### config.mk
export PLATFORM = sky130hd
export DESIGN_NAME = btn_scan
export DESIGN_NICKNAME = d
export VERILOG_FILES = /design/src/rtl/btn_scan.sv
export SDC_FILE = /design/constraint.sdc
export NUM_CORES = 1
export LEC_CHECK = 0
export CAP_MARGIN = 10
export CORE_MARGIN = 5
export CORE_UTILIZATION = 30
export CTS_BUF_LIST = sky130_fd_sc_hd__clkbuf_4 sky130_fd_sc_hd__clkbuf_8
export CTS_CLUSTER_DIAMETER = 120
export DETAILED_ROUTE_END_ITERATION = 10
export SETUP_SLACK_MARGIN = 0.15
export SYNTH_ARGS = -nofsm -noshare
export SYNTH_HDL_FRONTEND = slang
export SYNTH_SLANG_ARGS = --single-unit
### constraint.sdc
create_clock -name clk -period 4.5 [get_ports clk]
set_input_delay 0.675 -clock clk [delete_from_list [all_inputs] [get_ports clk]]
set_output_delay 0.675 -clock clk [all_outputs]
set_load 0.01 [all_outputs]
### src/rtl/btn_scan.sv
// 4x4 button-matrix scanner. Drives one column low per slot, samples the
// active-low rows once per slot, debounces all 16 keys independently and
// emits one-cycle press events with the key code (k = col*4 + row).
// Optional auto-repeat of the held key is enabled by defining BTN_SCAN_AUTOREPEAT_EN.
module btn_scan #(
    parameter int unsigned SCAN_DIV     = 16,
    parameter int unsigned DEBOUNCE     = 4,
    parameter int unsigned REPEAT_DELAY = 50000000,
    parameter int unsigned REPEAT_RATE  = 10000000
) (
    input  logic        clk,
    input  logic        rst,
    input  logic [3:0]  btn_y,
    output logic [3:0]  btn_x,
    output logic [15:0] key_state,
    output logic        key_valid,
    output logic [3:0]  key_code
);

    localparam int unsigned DivW = $clog2(SCAN_DIV);
    localparam int unsigned CntW = $clog2(DEBOUNCE + 1);

    logic [DivW-1:0] div_cnt_q, div_cnt_d;
    logic [1:0]      col_q, col_d;
    logic            sample;

    // Row sample captured at the end of the sampling cycle, processed one edge later.
    logic            smp_vld_q;
    logic [1:0]      smp_col_q;
    logic [3:0]      smp_raw_q;

    logic [CntW-1:0] cnt_q [16];
    logic [CntW-1:0] cnt_d [16];
    logic [15:0]     key_state_q, key_state_d;
    logic [15:0]     pending_q, pending_d;
    logic [15:0]     press;
    logic [15:0]     clr;
    logic [15:0]     rep_set;
    logic            key_valid_q, key_valid_d;
    logic [3:0]      key_code_q, key_code_d;

    // Column scan timing: sample on the last cycle of the slot, then advance.
    always_comb begin
        sample    = (div_cnt_q == DivW'(SCAN_DIV - 1));
        div_cnt_d = sample ? '0 : div_cnt_q + DivW'(1);
        col_d     = sample ? col_q + 2'd1 : col_q;
    end

    // Per-key debounce on the captured row sample of the scanned column.
    always_comb begin
        logic [3:0]      k;
        logic [CntW-1:0] inc;
        k           = '0;
        inc         = '0;
        cnt_d       = cnt_q;
        key_state_d = key_state_q;
        if (smp_vld_q) begin
            for (int r = 0; r < 4; r++) begin
                k = {smp_col_q, r[1:0]};
                if (smp_raw_q[r] == key_state_q[k]) begin
                    cnt_d[k] = '0;
                end else begin
                    inc = cnt_q[k] + CntW'(1);
                    if (inc == CntW'(DEBOUNCE)) begin
                        key_state_d[k] = ~key_state_q[k];
                        cnt_d[k]       = '0;
                    end else begin
                        cnt_d[k] = inc;
                    end
                end
            end
        end
    end

    // Event queue: report the lowest pending key; a same-cycle set beats the clear.
    always_comb begin
        press       = key_state_d & ~key_state_q;
        key_valid_d = |pending_q;
        key_code_d  = key_code_q;
        clr         = '0;
        for (int k = 15; k >= 0; k--) begin
            if (pending_q[k]) begin
                key_code_d = k[3:0];
            end
        end
        if (key_valid_d) begin
            clr[key_code_d] = 1'b1;
        end
        pending_d = (pending_q & ~clr) | press | rep_set;
    end

`ifdef BTN_SCAN_AUTOREPEAT_EN
    localparam int unsigned RepMax = (REPEAT_DELAY > REPEAT_RATE) ? REPEAT_DELAY : REPEAT_RATE;
    localparam int unsigned RepW   = $clog2(RepMax + 1);

    logic [3:0]      rep_key_q, rep_key_d;
    logic [RepW-1:0] rep_cnt_q, rep_cnt_d;
    logic            rep_armed_q, rep_armed_d;
    logic            rep_first_q, rep_first_d;

    // Repeat timer for the most recently emitted key; a fresh press re-arms it.
    always_comb begin
        logic [RepW-1:0] limit;
        limit       = rep_first_q ? RepW'(REPEAT_DELAY) : RepW'(REPEAT_RATE);
        rep_key_d   = rep_key_q;
        rep_cnt_d   = rep_cnt_q;
        rep_armed_d = rep_armed_q;
        rep_first_d = rep_first_q;
        rep_set     = '0;
        if (rep_armed_q) begin
            if (!key_state_q[rep_key_q]) begin
                rep_armed_d = 1'b0;
                rep_cnt_d   = '0;
            end else if (rep_cnt_q + RepW'(1) == limit) begin
                rep_set[rep_key_q] = 1'b1;
                rep_cnt_d          = '0;
                rep_first_d        = 1'b0;
            end else begin
                rep_cnt_d = rep_cnt_q + RepW'(1);
            end
        end
        // Repeat events of the armed key must not restart the delay.
        if (key_valid_d && (!rep_armed_q || key_code_d != rep_key_q)) begin
            rep_key_d   = key_code_d;
            rep_cnt_d   = '0;
            rep_armed_d = 1'b1;
            rep_first_d = 1'b1;
        end
    end

    // Repeat state registers.
    always_ff @(posedge clk) begin
        if (rst) begin
            rep_key_q   <= '0;
            rep_cnt_q   <= '0;
            rep_armed_q <= 1'b0;
            rep_first_q <= 1'b0;
        end else begin
            rep_key_q   <= rep_key_d;
            rep_cnt_q   <= rep_cnt_d;
            rep_armed_q <= rep_armed_d;
            rep_first_q <= rep_first_d;
        end
    end
`else
    // No auto-repeat: pending bits are only set by presses.
    always_comb begin
        rep_set = '0;
    end
`endif

    // Scanner, debounce and event state registers.
    always_ff @(posedge clk) begin
        if (rst) begin
            div_cnt_q   <= '0;
            col_q       <= '0;
            smp_vld_q   <= 1'b0;
            smp_col_q   <= '0;
            smp_raw_q   <= '0;
            for (int k = 0; k < 16; k++) begin
                cnt_q[k] <= '0;
            end
            key_state_q <= '0;
            pending_q   <= '0;
            key_valid_q <= 1'b0;
            key_code_q  <= '0;
        end else begin
            div_cnt_q <= div_cnt_d;
            col_q     <= col_d;
            smp_vld_q <= sample;
            if (sample) begin
                smp_col_q <= col_q;
                smp_raw_q <= ~btn_y;
            end
            cnt_q       <= cnt_d;
            key_state_q <= key_state_d;
            pending_q   <= pending_d;
            key_valid_q <= key_valid_d;
            key_code_q  <= key_code_d;
        end
    end

    assign btn_x     = ~(4'b0001 << col_q);
    assign key_state = key_state_q;
    assign key_valid = key_valid_q;
    assign key_code  = key_code_q;

endmodule
==> results.md, run 1 <==
* Inserted Diodes at 0
* Type of origin of the critical path: flop
* Switching Power at 327 µW
* Postcts setup bufs at 0
* Worst Hold Path Cells at 2
* Total Nets Final at 536
* Met1 wire length at between 5000 and 6000 µm
* Count of warnings emitted by yosys at 0
* Relative contribution of the clock network to total power at between 30% and 40%
* Remaining global-route overflow at 0
* Main area contributors after synthesis: sky130_fd_sc_hd__dfxtp_1 (43%), sky130_fd_sc_hd__mux4_2 (6.9%), sky130_fd_sc_hd__nand3_1 (5.4%), sky130_fd_sc_hd__o21ai_0 (4.6%), sky130_fd_sc_hd__nor2_1 (4.0%)
* Post-synth top area cell: sky130_fd_sc_hd__dfxtp_1
* Logic depth of the worst register-to-register path at 7
* Detailed router's first-iteration violation count at between 300 and 400
* Clock-pin transition on the worst setup and hold timing paths at roughly 90 ps
* Sequential element share of the synthesized area at 43.1%
* Buffers from clock root to sink, at most at 2
* Post-layout util at between 30% and 40%
* Number of flip-flops and latches in the synthesized netlist at 98
* Final-report hold violation count at 0
* Tightest Pin Transition at 1110 ps
* Total number of clock tree sinks at between 90 and 100
* Clock latency reported for the late side of the worst-skew pair at ~380 ps
* Final count of negative-setup-slack endpoints at 0
* Boundary pin count at 31
* Highest signal layer in the routed design: met4
* Crit Path Max Fanout at 22
* Portion of total power attributed to sequential cells at about three fifths
* Endpoint kind of the worst setup timing path: flop
* Post-route clock skew at around 9.9 ps
* Setup slack, reg-to-reg at 1210 ps
* Arrival time of the worst setup path at approximately 3600 ps
* Most used standard cell by instance count after synthesis: sky130_fd_sc_hd__dfxtp_1
* Number of cells in the finished layout apart from fillers at 710
* Number of buffers inserted by hold repair at cts at 0
* Hpwl dp at 8060 µm
* IO buf count at 30
* Area overhead of the layout relative to synthesis at 14.2%
* Share of final-layout standard cells stronger than drive strength 1 at between 10% and 20%
* Total iterations of the first detailed-routing run at 4
* Initial cell density of the core at a little under a third
* RSZ-0062 raised after global routing: false
* Sum of met2 wire segment lengths after detailed routing at ~5400 µm
* Num CTS Buffers at 9
* Period Utilization, post-route at 73.1%
* H-tree level count at 3
* Aggregate global-route resource usage at between 10% and 20%
* Status: complete, no violations
* Portion of synthesized cell area occupied by the leading cell type at a little over two fifths
* Die X-Extent at 133 µm
* Routed via count divided by cell count at ~5.4
* Gate Count Post-Synth at approximately 500
* Proportion of total power due to net switching at a little over a fifth
* Avg Inst Size Synth at 9.06 µm²
* Share of synthesized registers carrying an async set or reset at 0%
* Hold path endpoint: cnt_q[36]$_SDFFE_PP0P_
* Source of the worst hold timing path: cnt_q[36]$_SDFFE_PP0P_
* Number of enable-type register cells in the synthesized netlist at 0
* Hold crit path type: reg2reg
* Post-synth top cells: sky130_fd_sc_hd__dfxtp_1 (98), sky130_fd_sc_hd__nand3_1 (49), sky130_fd_sc_hd__nor2_1 (48)
* Required arrival time at the worst endpoint at roughly 4800 ps
* Most used flip-flop cell after synthesis: sky130_fd_sc_hd__dfxtp_1
* Wirelength, routed at about 12,000 µm
* Total via count in the routed design at slightly below 4,000
* Met3 wire len at between 500 and 600 µm
* First-pass GRT wire length at between 20,000 and 25,000 µm
* Cell Area, Synth at 0.00455 mm²
* Part of the power in combinational logic at under 10%
* Core region area at approximately 0.015 mm²
* Clock period minus worst slack at between 3000 and 4000 ps
* Nets in the synthesized netlist at around 520
* Leak Pwr at about 1.8 nW
* Row count at 45
* Clock root buffer: sky130_fd_sc_hd__clkbuf_8
* Post-cts sizing count at 0
* Drt drc at 0
* Normalized max-slew margin at 25.6%
* Max Fclk at 304 MHz
* Number of antenna-violating nets in the routed design at 0
* Height of the die at 133 µm
* Die ar. at roughly 0.018 mm²
* Number of global-route vias before repair at slightly below 4,000
* Setup TNS after final layout at 0 ps
* Crit path kind: reg2reg
* Total internal power at between 1 and 1.5 mW
* Final GP Congestion at between 0.8 and 0.9
* Pwr Density at roughly 290 mW/mm²
* Post-detailed-route wirelength per cell at between 15 and 20 µm
* Antenna violations before repair at 0
* Cell count after placement at 694
* RR Endpoint: cnt_q[27]$_SDFFE_PP0P_
* Largest net degree at the start of global routing at 55
* Final slew viol count at 0
* Library cells used by synthesis at 54
* VDD IR max at 0.176 mV
* Max-cap violation count at 0
* Reg-to-Reg Start: smp_col_q[1]$_SDFFE_PP0P_
* TritonCTS clock tree: done
[how the worst max path moves through the flow]
stage                              start                       to  slack (ps)  cells after the start
2_1_floorplan  smp_col_q[0]$_SDFFE_PP0P_  key_state[9]$_SDFF_PP0_        1340                     10
3_3_place_gp   smp_col_q[1]$_SDFFE_PP0P_   cnt_q[27]$_SDFFE_PP0P_        1280                      7
3_5_place_dp   smp_col_q[1]$_SDFFE_PP0P_   cnt_q[27]$_SDFFE_PP0P_        1230                      7
4_1_cts        smp_col_q[1]$_SDFFE_PP0P_   cnt_q[27]$_SDFFE_PP0P_        1190                      7
5_1_grt        smp_col_q[1]$_SDFFE_PP0P_   cnt_q[27]$_SDFFE_PP0P_         980                      7
6_report       smp_col_q[1]$_SDFFE_PP0P_   cnt_q[27]$_SDFFE_PP0P_        1210                      7
[placed cells by master, fill, tap and decap left out, types with 3 or more instances in the layout]
cell type / netlist / final
sky130_fd_sc_hd__dfxtp_1: 98 / 98
sky130_fd_sc_hd__a31o_2: 8 / 8
sky130_fd_sc_hd__a2111oi_0: 4 / 4
sky130_fd_sc_hd__a211oi_1: 6 / 6
sky130_fd_sc_hd__nand3_1: 49 / 49
sky130_fd_sc_hd__ha_1: 13 / 13
sky130_fd_sc_hd__nand2_1: 42 / 42
sky130_fd_sc_hd__nor2_1: 48 / 48
sky130_fd_sc_hd__or3_1: 9 / 9
sky130_fd_sc_hd__nor3b_1: 3 / 3
sky130_fd_sc_hd__nor4_1: 7 / 7
sky130_fd_sc_hd__o211ai_1: 8 / 8
sky130_fd_sc_hd__clkbuf_8: 0 / 11
sky130_fd_sc_hd__mux4_2: 14 / 14
sky130_fd_sc_hd__clkdlybuf4s50_1: 0 / 29
sky130_fd_sc_hd__nor3_1: 10 / 10
sky130_fd_sc_hd__xor2_1: 3 / 3
sky130_fd_sc_hd__and3_1: 5 / 5
sky130_fd_sc_hd__o21ai_0: 42 / 42
sky130_fd_sc_hd__mux2i_1: 11 / 11
sky130_fd_sc_hd__nand4_1: 4 / 4
sky130_fd_sc_hd__buf_4: 0 / 7
sky130_fd_sc_hd__clkinv_2: 0 / 3
sky130_fd_sc_hd__inv_1: 18 / 18
sky130_fd_sc_hd__o41ai_1: 3 / 3
sky130_fd_sc_hd__a21oi_1: 19 / 19
sky130_fd_sc_hd__xnor2_1: 6 / 6
sky130_fd_sc_hd__o32ai_1: 3 / 3
sky130_fd_sc_hd__a31oi_1: 3 / 3
[cells by family (layout without fill, tap and decap cells)]
kind of cell,after synthesis,after routing,share of synthesized area (%)
muxes,28,28,10.5
and+or+nand+nor,192,192,20.7
AOI/OAI and AO/OA,111,111,15.7
adders and majority gates,13,13,3.58
xor gates and xnor gates,9,9,1.73
buffers and inverters,51,71,4.59
DFF,98,98,43.1
[layout make-up]
class                           instances  area [µm²]
Inverter                               18        67.6
Clock buffer                           11         151
Multi-Input combinational cell        353        2380
Sequential cell                        98        1960
Fill cell                            1520        9840
Clock inverter                          5        52.6
Tap cell                              188         235
Timing Repair Buffer                   37         348
[sequential cells by signal (all words and copies together), names as in the netlist]
name and cells:
cnt_q 48, key_state 16, pending_q 16, div_cnt_q 4, key_code 4, smp_raw_q 4, col_q 2, smp_col_q 2
key_valid 1, smp_vld_q 1
[worst max-delay path, cell delays in order, from the launching register on]
cell                      delay (ps)
sky130_fd_sc_hd__dfxtp_1        1060
sky130_fd_sc_hd__buf_4           310
sky130_fd_sc_hd__mux4_2          510
sky130_fd_sc_hd__ha_1            200
sky130_fd_sc_hd__ha_1            290
sky130_fd_sc_hd__or2_2           350
sky130_fd_sc_hd__or3_1           350
sky130_fd_sc_hd__a21oi_1         130
[per-stage QoR]
stage | setup slack (ps) | total power, mW | hold slack (ps) | area [µm²]
2_1_floorplan | 1340 | 0.908 | 433 | 4550
3_3_place_gp | 1280 | 0.916 | 440 | 4990
3_5_place_dp | 1230 | 0.917 | 449 | 4990
4_1_cts | 1190 | 1.50 | 462 | 5190
5_1_grt | 984 | 1.54 | 496 | 5190
6_report | 1210 | 1.49 | 461 | 5190
[power by group through the flow]
stage                     Combinational (mW)  Sequential [mW]  Clock [mW]
final                                 0.0254            0.871       0.591
after global routing                  0.0286            0.872       0.643
after CTS                             0.0254            0.871       0.606
after detailed placement              0.0255            0.891           0
after global placement                0.0251            0.891           0
after floorplan                       0.0173            0.891           0
[routing by layer]
layer	vias to the layer above	track usage [%]
met5	-	0
met4	0	5.71
met3	13	2.04
met2	106	22.4
met1	1890	18.8
li1	1857	-
Note: power is estimated with default switching activity, not from simulation.
==> run 2: changes to the inputs <==
- clock period: 4.5 -> 3.3 ns (I/O delays scaled with it)
==> run 2 against run 1 <==
Setup slack got worse by 720 ps. Cell area up 1.3%. Core utilization up 0.44 points. Register-to-register slack lost 720 ps. Sequential share of layout area is 0.48 points lower. Clock skew hardly changed. Cell count increased by 0.85%. Total power up 39%. Highest routed layer unchanged.
==> results.md, run 2 (synthesis gave the netlist of run 1 again) <==
* Status: complete, no violations
* Post-route clock skew at 9.98 ps (+0.0530 ps)
* Number of cells in the finished layout apart from fillers at 716 (+0.85%)
* Die X-Extent at 133 µm (unchanged)
* Post-cts sizing count at 0 (unchanged)
* Clock root buffer: sky130_fd_sc_hd__clkbuf_8
* Aggregate global-route resource usage at 14.1% (+0.12 points)
* Cell count after placement at 702 (+1.2%)
* Arrival time of the worst setup path at 3080 ps (-500 ps)
* Pwr Density at 394 mW/mm² (+38%)
* Total iterations of the first detailed-routing run at 5 (+1)
* Row count at 45 (unchanged)
* Max-cap violation count at 0 (unchanged)
* Detailed router's first-iteration violation count at 217 (-37%)
* VDD IR max at 0.188 mV (+6.8%)
* Total Nets Final at 544 (+1.5%)
* Total internal power at 1.64 mW (+42%)
* Clock period minus worst slack at 2800 ps (-485 ps)
* Area overhead of the layout relative to synthesis at 15.6%
* Most frequent cells in the layout: sky130_fd_sc_hd__dfxtp_1 (98), sky130_fd_sc_hd__nand3_1 (49), sky130_fd_sc_hd__nor2_1 (48)
* Met3 wire len at 815 µm (+37%)
* Endpoint kind of the worst setup timing path: flop
* Buffers from clock root to sink, at most at 2 (unchanged)
* Remaining global-route overflow at 0 (unchanged)
* Tightest Pin Transition at 916 ps (-199 ps)
* Number of antenna-violating nets in the routed design at 0 (unchanged)
* Setup TNS after final layout at 0 ps (unchanged)
* Num CTS Buffers at 9 (unchanged)
* Largest net degree at the start of global routing at 40 (-27%)
* Routed via count divided by cell count at 5.43 (-0.30%)
* Number of buffers inserted by hold repair at cts at 0 (unchanged)
* Total via count in the routed design at 3,887 (+0.54%)
* IO buf count at 30 (unchanged)
* Clock-pin transition on the worst setup and hold timing paths at 90 ps (about the same)
* Core region area at 0.0150 mm² (unchanged)
* Crit path kind: reg2reg
* Relative contribution of the clock network to total power at 40.9% (+1.2 points)
* Post-detailed-route wirelength per cell at 17.2 µm (+3.1%)
* Share of final-layout standard cells stronger than drive strength 1 at 11.7% (+1.0 points)
* Met1 wire length at 5660 µm (+1.9%)
* Post-placement setup slack at 557 ps (-676 ps)
* Part of the power in combinational logic at 1.8% (about the same)
* Total number of clock tree sinks at 98 (unchanged)
* Initial cell density of the core at 30.3% (unchanged)
* Switching Power at 430 µW (+31%)
* Number of global-route vias before repair at 3,900 (+0.93%)
* Postcts setup bufs at 0 (unchanged)
* Commonest non-fill, non-tap cell in the layout: sky130_fd_sc_hd__dfxtp_1
* Final WS setup at 496 ps (-715 ps)
* RSZ-0062 raised after global routing: false
* Inserted Diodes at 0 (unchanged)
* Leak Pwr at 1.83 nW (+2.4%)
* Hold crit path type: reg2reg
* H-tree level count at 3 (unchanged)
* Register bank with the most flops: cnt_q
* Wirelength, routed at 12,300 µm (+3.9%)
* First-pass GRT wire length at 20,200 µm (+0.55%)
* Height of the die at 133 µm (unchanged)
* Antenna violations before repair at 0 (unchanged)
* Type of origin of the critical path: flop
* Portion of total power attributed to sequential cells at 57.3% (-1.3 points)
* Boundary pin count at 31 (unchanged)
* Final slew viol count at 0 (unchanged)
* Required arrival time at the worst endpoint at 3570 ps (-1220 ps)
* Highest signal layer in the routed design: met4
* Largest register FFs at 48 (unchanged)
* Hpwl dp at 8470 µm (+5.1%)
* Final GP Congestion at 0.884 (+0.52%)
* Drt drc at 0 (unchanged)
* Die ar. at 0.0177 mm² (unchanged)
* Clock latency reported for the late side of the worst-skew pair at 370 ps (about the same)
* Sum of met2 wire segment lengths after detailed routing at 5740 µm (+5.5%)
* Normalized max-slew margin at 38.8% (+13 points)
* Proportion of total power due to net switching at 20.7% (-1.2 points)
* TritonCTS clock tree: done
* Max Fclk at 357 MHz (+17%)
* Final-report hold violation count at 0 (unchanged)
* Final count of negative-setup-slack endpoints at 0 (unchanged)
* Period Utilization, post-route at 85.0% (+12 points)
* Crit Path Max Fanout at 9 (-59%)
## run 2: cell types whose count changed in the layout (fill, tap and decap cells not counted)
| cell | before | now |
|---|---|---|
| sky130_fd_sc_hd__buf_4 | 7 | 15 |
| sky130_fd_sc_hd__bufinv_16 | 1 | 2 |
| sky130_fd_sc_hd__clkbuf_4 | 0 | 1 |
| sky130_fd_sc_hd__clkbuf_8 | 11 | 10 |
| sky130_fd_sc_hd__clkinv_2 | 3 | 1 |
| sky130_fd_sc_hd__clkinvlp_4 | 1 | 0 |
## run 2: per-stage QoR
step	instance area (µm²)	hold WS [ps]	utilization (%)	power, mW
after floorplan	4550	433	-	1.24
after global placement	5050	443	33.6	1.25
after detailed placement	5050	448	33.6	1.25
after CTS	5260	461	35.0	2.09
after global routing	5260	485	35.0	2.14
final	5260	459	35.0	2.07
## run 2: path summary, 6_finish.rpt
kind	startpoint	to	slack [ps]	depth (start not counted)
worst max-delay path	smp_col_q[1]$_SDFFE_PP0P_	pending_q[11]$_SDFF_PP0_	500	6
worst min-delay path	cnt_q[9]$_SDFFE_PP0P_	cnt_q[9]$_SDFFE_PP0P_	460	2
worst max register to register	smp_col_q[1]$_SDFFE_PP0P_	pending_q[11]$_SDFF_PP0_	500	6
worst min register to register	cnt_q[9]$_SDFFE_PP0P_	cnt_q[9]$_SDFFE_PP0P_	460	2
## run 2: layout make-up
type,count,area (µm²)
Multi-Input combinational cell,353,2380
Inverter,18,67.6
Timing Repair Buffer,45,408
Clock inverter,3,65.1
Fill cell,1536,9770
Sequential cell,98,1960
Clock buffer,11,145
Tap cell,188,235
## run 2: per-layer routing
layer,up-vias,global-route usage [%]
li1,1877,-
met1,1883,18.7
met2,122,23.0
met3,5,3.02
met4,0,4.29
met5,-,0
## run 2: critical path, cell delays in order, from the launching register on
cell and delay [ps]:
sky130_fd_sc_hd__dfxtp_1 670, sky130_fd_sc_hd__mux4_2 610, sky130_fd_sc_hd__ha_1 260, sky130_fd_sc_hd__xor2_1 230, sky130_fd_sc_hd__nand2_1 120, sky130_fd_sc_hd__or4b_4 550
sky130_fd_sc_hd__o32ai_1 260
## run 2: power by group through the flow
stage,logic [mW],clock network (mW),registers [mW]
2_1_floorplan,0.0236,0,1.21
3_3_place_gp,0.0369,0,1.21
3_5_place_dp,0.0381,0,1.22
4_1_cts,0.0384,0.867,1.19
5_1_grt,0.0412,0.911,1.19
6_report,0.0378,0.847,1.19
